File: src/rtl/fetch_unit.sv
// fetch_unit: instruction fetch front end.
// Issues 4-byte-aligned reads to a 1-cycle-latency instruction memory, queues
// the returned words with their pc, and hands the queue head to decode through
// a valid/ready handshake. An all-zero word stops fetch, and a flush redirects it.
// Optional macro FETCH_PERF_EN adds the perf_fetched/perf_stalls counters;
// without it both ports read as zero.
module fetch_unit #(
    parameter int                  PC_WIDTH    = 12,
    parameter int                  INSTR_WIDTH = 32,
    parameter int                  QUEUE_DEPTH = 4,
    parameter logic [PC_WIDTH-1:0] RESET_PC    = 12'h000
) (
    input  logic                   clk,
    input  logic                   rst_n,
    output logic                   imem_req,
    output logic [PC_WIDTH-1:0]    imem_addr,
    input  logic [INSTR_WIDTH-1:0] imem_rdata,
    output logic                   fetch_valid,
    output logic [PC_WIDTH-1:0]    pc_out,
    output logic [INSTR_WIDTH-1:0] instr_out,
    input  logic                   decode_ready,
    input  logic                   flush,
    input  logic [PC_WIDTH-1:0]    flush_pc,
    output logic                   halted,
    output logic [31:0]            perf_fetched,
    output logic [31:0]            perf_stalls
);
    localparam int PTR_W = $clog2(QUEUE_DEPTH);
    localparam int CNT_W = PTR_W + 1;

    logic [PC_WIDTH-1:0]    pc;
    logic [PC_WIDTH-1:0]    req_pc_q;
    logic                   inflight;
    logic                   halt_flag;
    logic [PTR_W-1:0]       wr_ptr;
    logic [PTR_W-1:0]       rd_ptr;
    logic [CNT_W-1:0]       count;
    logic [PC_WIDTH-1:0]    q_pc    [QUEUE_DEPTH];
    logic [INSTR_WIDTH-1:0] q_instr [QUEUE_DEPTH];

    logic           issue;
    logic           zero_resp;
    logic           push;
    logic           pop;
    logic [CNT_W:0] occupancy;
    logic [1:0]     flush_pc_unused;

    // Target alignment is forced, so the low redirect bits carry no information.
    assign flush_pc_unused = flush_pc[1:0];

    // Credit counts queued entries plus the response still in flight; a pop in
    // the same cycle does not free a slot for this cycle's issue.
    assign occupancy = {1'b0, count} + (CNT_W+1)'(inflight);
    assign issue     = rst_n && !flush && !halt_flag &&
                       (occupancy < (CNT_W+1)'(QUEUE_DEPTH));
    assign zero_resp = inflight && (imem_rdata == '0);
    assign push      = inflight && !zero_resp && !flush;
    assign pop       = fetch_valid && decode_ready;

    assign imem_req    = issue;
    assign imem_addr   = pc;
    assign fetch_valid = (count != '0);
    assign pc_out      = fetch_valid ? q_pc[rd_ptr]    : '0;
    assign instr_out   = fetch_valid ? q_instr[rd_ptr] : '0;
    assign halted      = halt_flag && (count == '0) && !inflight;

    // pc, in-flight tracking, halt and queue pointers; flush overrides everything.
    always_ff @(posedge clk or negedge rst_n) begin
        if (!rst_n) begin
            pc        <= RESET_PC;
            req_pc_q  <= RESET_PC;
            inflight  <= 1'b0;
            halt_flag <= 1'b0;
            wr_ptr    <= '0;
            rd_ptr    <= '0;
            count     <= '0;
        end else if (flush) begin
            pc        <= {flush_pc[PC_WIDTH-1:2], 2'b00};
            inflight  <= 1'b0;
            halt_flag <= 1'b0;
            wr_ptr    <= '0;
            rd_ptr    <= '0;
            count     <= '0;
        end else begin
            // A zero word stops fetch; a request issued alongside it is dropped
            // and pc parks just past the terminating word.
            if (zero_resp) begin
                halt_flag <= 1'b1;
                pc        <= req_pc_q + PC_WIDTH'(4);
                inflight  <= 1'b0;
            end else if (issue) begin
                req_pc_q <= pc;
                pc       <= pc + PC_WIDTH'(4);
                inflight <= 1'b1;
            end else begin
                inflight <= 1'b0;
            end
            if (push) wr_ptr <= wr_ptr + 1'b1;
            if (pop)  rd_ptr <= rd_ptr + 1'b1;
            if (push && !pop)      count <= count + 1'b1;
            else if (!push && pop) count <= count - 1'b1;
        end
    end

    // Queue storage; contents are don't-care while the entry is not valid.
    always_ff @(posedge clk) begin
        if (push) begin
            q_pc[wr_ptr]    <= req_pc_q;
            q_instr[wr_ptr] <= imem_rdata;
        end
    end

    // The credit check should make a push into a full queue impossible.
    assert property (@(posedge clk) disable iff (!rst_n)
        (push && !pop) |-> (count < CNT_W'(QUEUE_DEPTH)));

`ifdef FETCH_PERF_EN
    logic [31:0] fetched_q;
    logic [31:0] stalls_q;

    // Event counters survive flushes; only reset clears them.
    always_ff @(posedge clk or negedge rst_n) begin
        if (!rst_n) begin
            fetched_q <= '0;
            stalls_q  <= '0;
        end else begin
            if (push)                         fetched_q <= fetched_q + 32'd1;
            if (fetch_valid && !decode_ready) stalls_q  <= stalls_q + 32'd1;
        end
    end

    assign perf_fetched = fetched_q;
    assign perf_stalls  = stalls_q;
`else
    assign perf_fetched = 32'h0;
    assign perf_stalls  = 32'h0;
`endif

endmodule

File: config.mk
export PLATFORM = sky130hd
export DESIGN_NAME = fetch_unit
export DESIGN_NICKNAME = d
export VERILOG_FILES = /design/src/rtl/fetch_unit.sv
export SDC_FILE = /design/constraint.sdc
export NUM_CORES = 1
export LEC_CHECK = 0
export BUFFER_PORTS_ARGS = -buffer_cell sky130_fd_sc_hd__buf_4
export CORE_MARGIN = 2
export CORE_UTILIZATION = 50
export DETAILED_ROUTE_END_ITERATION = 8
export PLACE_DENSITY = 0.86
export SYNTH_ARGS = -nofsm -noshare
export SYNTH_HDL_FRONTEND = slang
export SYNTH_SLANG_ARGS = --single-unit
File: constraint.sdc
create_clock -name clk -period 2.5 [get_ports clk]
set_clock_uncertainty 0.15 [all_clocks]
set_input_delay 0.25 -clock clk [delete_from_list [all_inputs] [get_ports clk]]
set_output_delay 0.25 -clock clk [all_outputs]
set_load 0.05 [all_outputs]
==> results of run 1 <==
==> power breakdown <==
part	total [mW]	internal, mW	switching [mW]
logic	5.66	2.25	3.41
clock network	3.22	1.98	1.25
registers	4.47	4.11	0.358
total	13.4	8.34	5.02
==> worst max-delay path, cell delays in order (launching register included) <==
cell     delay (ps)
dfrtp_4         510
buf_12          190
mux4_2          540
and2_4          180
buf_6           140
==> logic make-up after synthesis <==
| group | count (synthesis) | share of synthesized area |
|---|---|---|
| xor gates and xnor gates | 14 | 0.01389 |
| and+or+nand+nor | 127 | 0.09417 |
| buffers and inverters | 95 | 0.06853 |
| DFF | 209 | 0.6524 |
| other | 1 | 0.0004004 |
| muxes | 68 | 0.1334 |
| adders and majority gates | 6 | 0.008817 |
| AOI/OAI and AO/OA | 36 | 0.02832 |
==> cell usage after synthesis (2+ instances only) <==
master    number  area [sq um]
and3_1         2         12.51
mux2_2         4         45.04
inv_1          6         22.52
and4_1         4         35.03
nor4_4         8         170.2
nor4_1         4         25.02
mux2i_1        9         90.09
a31oi_1        5         31.28
and2_1        48         300.3
mux2_1        11         123.9
buf_2          6         30.03
mux4_2        44         991.0
a21oi_1        3         15.01
nand2_1       17         63.81
o211ai_1       2         15.01
edfxtp_1     176          5285
nand4_1        2         12.51
o221a_1        2         22.52
xnor2_1        8         70.07
dfrtp_1       33         825.8
nand3_1        8         40.04
and3_2         2         15.01
o22ai_1        6         37.54
nor3b_1        2         15.01
o21ai_0        6         30.03
nor2_2         2         12.51
nor2_1        20         75.07
xor2_1         5         43.79
nand4_4        2         42.54
ha_1           5         62.56
clkbuf_1      11         41.29
buf_4         68         510.5
==> layer usage <==
metal | global-route usage | share of wire
met3 | 0.03465 | 0.058
met4 | 0.05368 | 0.019
met1 | 0.2614 | 0.40
met2 | 0.3427 | 0.52
met5 | 0 | 0
==> final cells by class <==
type / instances / area share
Inverter: 7 / 0.002622
Clock buffer: 27 / 0.04951
Sequential cell: 209 / 0.5127
Multi-Input combinational cell: 315 / 0.2446
Clock inverter: 12 / 0.01080
Timing Repair Buffer: 193 / 0.1551
Tap cell: 234 / 0.02455
==> final timing paths <==
path	cells past startpoint	slack (ps)	end
setup / recovery	4	40	pc_out[5]
hold / removal	1	60	q_instr[1][29]
setup reg to reg	5	230	req_pc_q[0]
hold reg to reg	2	370	halt_flag
max in group asynchronous	3	1640	rd_ptr[0]
min in group asynchronous	3	210	imem_addr[5]
==> registers in the layout, indices dropped and copies added, names as in the netlist <==
signal / count
imem_addr: 12
rd_ptr: 2
q_instr: 128
inflight: 1
wr_ptr: 2
q_pc: 48
count: 3
req_pc_q: 12
halt_flag: 1
==> what timing repair did <==
| item | in CTS | in global routing |
|---|---|---|
| cloned | 1 | 0 |
| hold buffers | 44 | 0 |
| pin swaps | 0 | 11 |
| endpoints found under the setup margin | 39 | 40 |
| buffers inserted | 2 | 1 |
| endpoints found under the hold margin | 172 | 0 |
| gates resized for setup | 3 | 63 |
==> results.yml, run 1 <==
finish:
  final_common_cell: "edfxtp_1"
  stdcell_count: 997
  diodes: 0
  layout_common_cells: "176 x edfxtp_1, 103 x buf_4, 64 x conb_1"
  fin_area_sq_um: 11930
  final_nets: 802
  fill_cells: 1287
  multi_input_area_sq_um: 2918
  drive_above_1_share: 0.3644
  regArea_sq_um: 6116
  syn2layout_area_growth_pct: 27.34
  final_core_util: 0.6441
route:
  initialDrtViolationCount: 307
  viasPerCell: 5.410
  firstDrtPassIters: 4
  antenna_left: 0
  vias: 5394
  wl_per_cell_um: 19.63
  wl_mm: 19.57
  drc: 0
cts:
  h-tree-depth: 1
  cts_buffer_depth: 3
  cts_tree: "yes"
  clk_latency_ps: 490
  clockRootBuffer: "clkbuf_16"
  cts_buffers: 22
  clock_sinks: 209
  path_clk_slew_ps: 60
timing:
  post-route-period-util: 0.9840
  setup_slack_ps: 40.09
  hold_violations: 0
  slew_headroom: 0.4930
  worstMarginPinSlew_ps: 755.4
  slew_violations: 0
  finalSetupTns_ps: 0
  timing.fmax_ghz: 0.4065
  rsz0062_at_grt: "yes"
  holdWs_ps: 62.18
  setup_viol: 0
  period_minus_slack_ps: 2460
die:
  die_h_um: 140.9
  core_area_sq_um: 18520
  dieArea_sq_um: 19840
  rows: 50
  die_x_um: 140.9
  ios: 171
  initial_core_util: 0.5058
setup_path:
  arrival_ps: 2060
  start_kind: "register"
  r2r-start: "count[2]"
  worst_setup_path_end_kind: "output port"
  crit_start: "rd_ptr[0]"
  cp_max_fo: 13
  critPathKind: "reg2out"
  crit_required_ps: 2100
placed_design:
  placed_cells: 916
  pre_cts_ws_ps: -94.92
  place_congestion: 0.8647
  portBuffers: 104
  hpwl_mm: 12.55
  postPlaceCellArea_sq_um: 10550
pwr:
  vdd_drop_max_uv: 619.8
  power_density_nw_per_um2: 1120
  p_leak_nw: 4.466
  finalPower_mw: 13.36
min_path:
  min_path_type: "in2reg"
  hold_start: "imem_rdata[29]"
logic_synthesis:
  synth_enable_flop_cells: 176
  yosysSeqAreaShare: 0.6524
  ys_ff_latch: 209
  synthCells: 556
  synth_area_sq_um: 9366
  ys.flop_type: "edfxtp_1"
  synthArstFlopShare: 0.1579
  avgSynthCellArea_sq_um: 16.85
  synth.distinct_cells: 57
  synth_warnings: 0
grt:
  grt_pass1_wl_mm: 30.85
  grt_pass1_vias: 5781
  antenna_found_initial: 0
  grt_overflow: 0
  gr-usage-all-layers: 0.1979
  grt_max_degree: 48
outcome:
  status: "finished, final reports clean"
run:
  cap_violations: 0
(Power assumes the default switching activity.)
==> run 2: changes to the inputs <==
--- a/config.mk
+++ b/config.mk
@@ -7,9 +7,10 @@
 export LEC_CHECK = 0
 export BUFFER_PORTS_ARGS = -buffer_cell sky130_fd_sc_hd__buf_4
 export CORE_MARGIN = 2
-export CORE_UTILIZATION = 50
+export CORE_UTILIZATION = 55
+export CTS_CLUSTER_SIZE = 24
 export DETAILED_ROUTE_END_ITERATION = 8
-export PLACE_DENSITY = 0.86
+export PLACE_DENSITY = 0.89
 export SYNTH_ARGS = -nofsm -noshare
 export SYNTH_HDL_FRONTEND = slang
 export SYNTH_SLANG_ARGS = --single-unit
==> constraint.sdc (replaced) <==
create_clock -name clk -period 2.37 [get_ports clk]
set_clock_uncertainty 0.15 [all_clocks]
set_input_delay 0.237 -clock clk [delete_from_list [all_inputs] [get_ports clk]]
set_output_delay 0.237 -clock clk [all_outputs]
set_load 0.05 [all_outputs]
==> run 2 against run 1 <==
  * The flow now finishes with violations (setup timing)
  * First-iteration DRC count up 88%
  * Worst setup slack worse by 170 ps
  * Sequential share of layout area down 1.5 points
  * Wire length up 14%
  * Largest cell class unchanged
==> results.yml, run 2 (synthesis results as in run 1) <==
setup_path:
  crit_buf_inv: 3
  crit_end: "instr_out[28]"
  slowest_delay_ps: 500
  arrival_ps: 2110
  crit_chain: "buf_4, clkbuf_16, mux4_2, and2_4, buf_6"
  cp_slowest_cell: "dfrtp_4"
  crit_required_ps: 1980
  start_kind: "register"
  reg2reg_to: "count[2]"
  worst_setup_path_end_kind: "output port"
  reg2reg_depth: 8
  crit_start: "rd_ptr[0]"
  crit_family: "flip-flops"
  r2r-start: "count[2]"
  critPathKind: "reg2out"
  rrSetupSlack_ps: 40
  cp_max_fo: 6
  crit_cells: 5
grt:
  grt_max_degree: 48
  grt_pass1_wl_mm: 32.21
  gr-usage-all-layers: 0.2333
  antenna_found_initial: 0
  grt_overflow: 0
  grt_pass1_vias: 5664
finish:
  top_register: "q_instr"
  largest_reg_flops: 128
  syn2layout_area_growth_pct: 31.23
  fill_cells: 964
  top_regs: "q_instr: 128 flops, q_pc: 48 flops"
  final_common_cell: "edfxtp_1"
  final_nets: 824
  drive_above_1_share: 0.4171
  final_core_util: 0.7386
  fin_area_sq_um: 12290
  layout_common_cells: "176 x edfxtp_1, 106 x buf_4, 64 x conb_1"
  diodes: 0
cts:
  clk_latency_ps: 480
  cts_buffers: 21
  clockRootBuffer: "clkbuf_16"
  h-tree-depth: 1
  cts_buffer_depth: 3
  path_clk_slew_ps: 60
  cts_tree: "yes"
  clock_sinks: 209
route:
  wl_per_cell_um: 22.23
  firstDrtPassIters: 5
  antenna_left: 0
  drc: 0
  initialDrtViolationCount: 578
  wl_mm: 22.32
  viasPerCell: 5.641
  vias: 5664
timing:
  setup_viol: 44
  slew_headroom: 0.6167
  setup_slack_ps: -131.8
  slew_violations: 0
  post-route-period-util: 1.056
  holdWs_ps: 45.48
  finalSetupTns_ps: -3841
  hold_violations: 0
  worstMarginPinSlew_ps: 571.0
  period_minus_slack_ps: 2502
  rsz0062_at_grt: "yes"
  timing.fmax_ghz: 0.3997
min_path:
  min_path_type: "in2reg"
outcome:
  status: "finished with violations"
  failed_checks: "setup timing"
die:
  core_area_sq_um: 16640
  dieArea_sq_um: 18090
  rows: 47
  initial_core_util: 0.5628
  ios: 171
  die_h_um: 134.5
  die_x_um: 134.5
placed_design:
  place_congestion: 0.9539
  pre_cts_ws_ps: -184.3
  hpwl_mm: 12.44
  portBuffers: 104
  postPlaceCellArea_sq_um: 10540
run:
  cap_violations: 0
pwr:
  power_density_nw_per_um2: 1233
  p_leak_nw: 4.605
  vdd_drop_max_uv: 833.5
[run 2: metal layers]
| metal | track usage | vias to the layer above | share of wire |
|---|---|---|---|
| met5 | 0 | - | 0 |
| met4 | 0.05556 | 0 | 0.020 |
| met3 | 0.03266 | 39 | 0.071 |
| met2 | 0.4028 | 317 | 0.52 |
| met1 | 0.3194 | 2866 | 0.39 |
| li1 | - | 2442 | - |
[run 2: power by group]
part | switching [mW] | internal, mW
clock network | 1.29 | 1.88
registers | 0.379 | 4.34
logic | 4.00 | 3.25
[run 2: cell type report]
class / instances / area (sq um) / area share
inverters: 7 / 31.28 / 0.002545
multi-input cells: 315 / 2982 / 0.2426
well taps: 220 / 275.3 / 0.02239
flip-flops and latches: 209 / 6121 / 0.4980
clock buffers: 28 / 561.8 / 0.04570
clock inverters: 9 / 93.84 / 0.007634
repair buffers: 216 / 2227 / 0.1812
[run 2: how the worst min path moves through the flow]
stage                from           end  cells past startpoint
floorplan           rst_n      count[0]                      0
global placement    rst_n  imem_addr[0]                      2
detailed placement  rst_n  imem_addr[0]                      2
CTS                 flush     rd_ptr[1]                      3
global route        flush     wr_ptr[0]                      3
finish              flush     wr_ptr[0]                      3
[run 2: timing repair]
action                                 CTS  global route
buffers inserted                         6             6
gates cloned                             2             6
pin swaps                                0             8
resized for setup                       86            18
setup endpoints to repair               45            47
endpoints found under the hold margin  172             0
hold buffers                            44             0
[run 2: through the flow]
stage                     total power [mW]  instances
after floorplan                      8.554        619
after global placement               10.03        904
after detailed placement             10.14        904
after CTS                            14.40        993
after global routing                 15.67       1004
final                                15.16       1004
[run 2: worst min-delay path, cell delays in order]
cell	delay (ps)
buf_4	90
buf_4	250
nor2_1	70
==> run 3: changes to the inputs <==
--- a/config.mk
+++ b/config.mk
@@ -8,6 +8,7 @@
 export BUFFER_PORTS_ARGS = -buffer_cell sky130_fd_sc_hd__buf_4
 export CORE_MARGIN = 2
 export CORE_UTILIZATION = 55
+export CTS_BUF_LIST = sky130_fd_sc_hd__clkbuf_8
 export CTS_CLUSTER_SIZE = 24
 export DETAILED_ROUTE_END_ITERATION = 8
 export PLACE_DENSITY = 0.89
==> run 3 against run 2 <==
  * Total power shrank 3.3%
  * Highest routed layer unchanged
  * Global-route usage fell by 0.33 points
  * The run still ends with setup timing left
  * Sequential share of layout area shrank 0.086 points
  * Final area rose by 0.11%
  * Sequential power shrank 1%
  * Non-clock buffer count rose by 8
==> results.yml, run 3 (synthesis results as in run 1) <==
outcome:
  status: "finished with violations"
  failed_checks: "setup timing"
finish:
  syn2layout_area_growth_pct: 31.38
  fin_area_sq_um: 12310
  diodes: 0
  final_common_cell: "edfxtp_1"
  layout_common_cells: "176 x edfxtp_1, 107 x buf_4, 64 x conb_1"
  drive_above_1_share: 0.4298
  top_regs: "q_instr: 128 flops, q_pc: 48 flops"
  final_nets: 842
  largest_reg_flops: 128
  top_register: "q_instr"
setup_path:
  cp_max_fo: 5
  worst_setup_path_end_kind: "output port"
  arrival_ps: 2180
  crit_required_ps: 1980
  critPathKind: "reg2out"
  reg2reg_to: "req_pc_q[11]"
  reg2reg_depth: 6
  start_kind: "register"
  rrSetupSlack_ps: 80
  r2r-start: "count[2]"
placed_design:
  pre_cts_ws_ps: -184.3
  place_congestion: 0.9539
  postPlaceCellArea_sq_um: 10540
  hpwl_mm: 12.44
  portBuffers: 104
route:
  wl_met2_mm: 10.84
  firstDrtPassIters: 5
  viasPerCell: 5.462
  wl_mm: 21.62
  vias: 5637
  top_layer_used: "met4"
  wl_per_cell_um: 20.95
  met3WireLength_mm: 1.419
  antenna_left: 0
  initialDrtViolationCount: 463
  drc: 0
  wl_met1_mm: 8.928
pwr:
  vdd_drop_max_uv: 797.3
  p_leak_nw: 4.740
  finalPower_mw: 14.66
  power_density_nw_per_um2: 1191
cts:
  cts_tree: "yes"
  clockRootBuffer: "clkbuf_8"
  clock_sinks: 209
  path_clk_slew_ps: 60
  h-tree-depth: 1
  cts_buffers: 31
  cts_buffer_depth: 3
  clk_latency_ps: 550
die:
  ios: 171
  rows: 47
  initial_core_util: 0.5628
  die_h_um: 134.5
  dieArea_sq_um: 18090
  die_x_um: 134.5
  core_area_sq_um: 16640
min_path:
  hold_start: "imem_rdata[6]"
  min_path_cells: 2
  hold_path_end: "q_instr[2][6]"
  min_path_type: "in2reg"
timing:
  setup_viol: 44
  timing.fmax_ghz: 0.3892
  worstMarginPinSlew_ps: 587.4
  post-route-period-util: 1.084
  hold_violations: 0
  slew_violations: 0
  setup_slack_ps: -199.6
  rsz0062_at_grt: "yes"
  period_minus_slack_ps: 2570
  slew_headroom: 0.6058
run:
  cap_violations: 0
grt:
  antenna_found_initial: 0
  grt_pass1_vias: 5779
  gr-usage-all-layers: 0.2300
  grt_pass1_wl_mm: 31.83
  grt_overflow: 0
  grt_max_degree: 48
[run 3: how the worst max path moves through the flow]
stage	start	endpoint	slack (ps)	depth (start not counted)
global placement	imem_rdata[24]	imem_addr[10]	-100	12
global route	rd_ptr[0]	instr_out[12]	-240	6
CTS	rd_ptr[0]	instr_out[4]	-240	6
floorplan	imem_rdata[30]	imem_addr[10]	-2	12
finish	rd_ptr[0]	instr_out[17]	-200	6
detailed placement	imem_rdata[24]	imem_addr[10]	-180	12
[run 3: metrics by stage]
stage	instances	hold slack, ps	utilization	setup TNS [ps]
finish	1032	40.77	0.7394	-5890
global route	1032	24.03	0.7394	-8292
CTS	1023	121.6	0.7286	-7566
detailed placement	904	158.4	0.6333	-435.4
global placement	904	149.3	0.6333	-184.5
floorplan	619	-208.6	-	-2.320
[run 3: cell type report]
cell class | instances | area (sq um)
clock inverter | 23 | 93.84
tap | 220 | 275.3
clock buffer | 34 | 467.9
inverter | 7 | 31.28
multi-input combinational | 315 | 3014
timing repair buffer | 224 | 2306
sequential | 209 | 6117
fill | 967 | 4337
[run 3: worst max-delay path: stages (launching register included)]
cell and delay (ps):
dfrtp_4 500, buf_12 140, buf_16 140, buf_12 120
mux4_2 420, and2_4 170, buf_6 140
[run 3: repair_timing]
action                                  CTS  global route
pin swaps                                 0            24
buffers inserted                         14            11
hold buffers                             46             0
gates cloned                              2             4
endpoints found under the setup margin   46            51
hold endpoints to repair                180             0
resized for setup                       108            21
[run 3: metal layers]
layer  up-vias  global-route usage
li1       2479                   -
met1      2875              0.3135
met2       250              0.3883
met5         -                   0
met4         0             0.06667
met3        33             0.03829
[run 3: power by group]
group	total [mW]	switching, mW	internal (mW)
Sequential	4.67	0.334	4.34
Clock	2.63	1.32	1.31
Combinational	7.35	4.05	3.30
Total	14.7	5.71	8.95
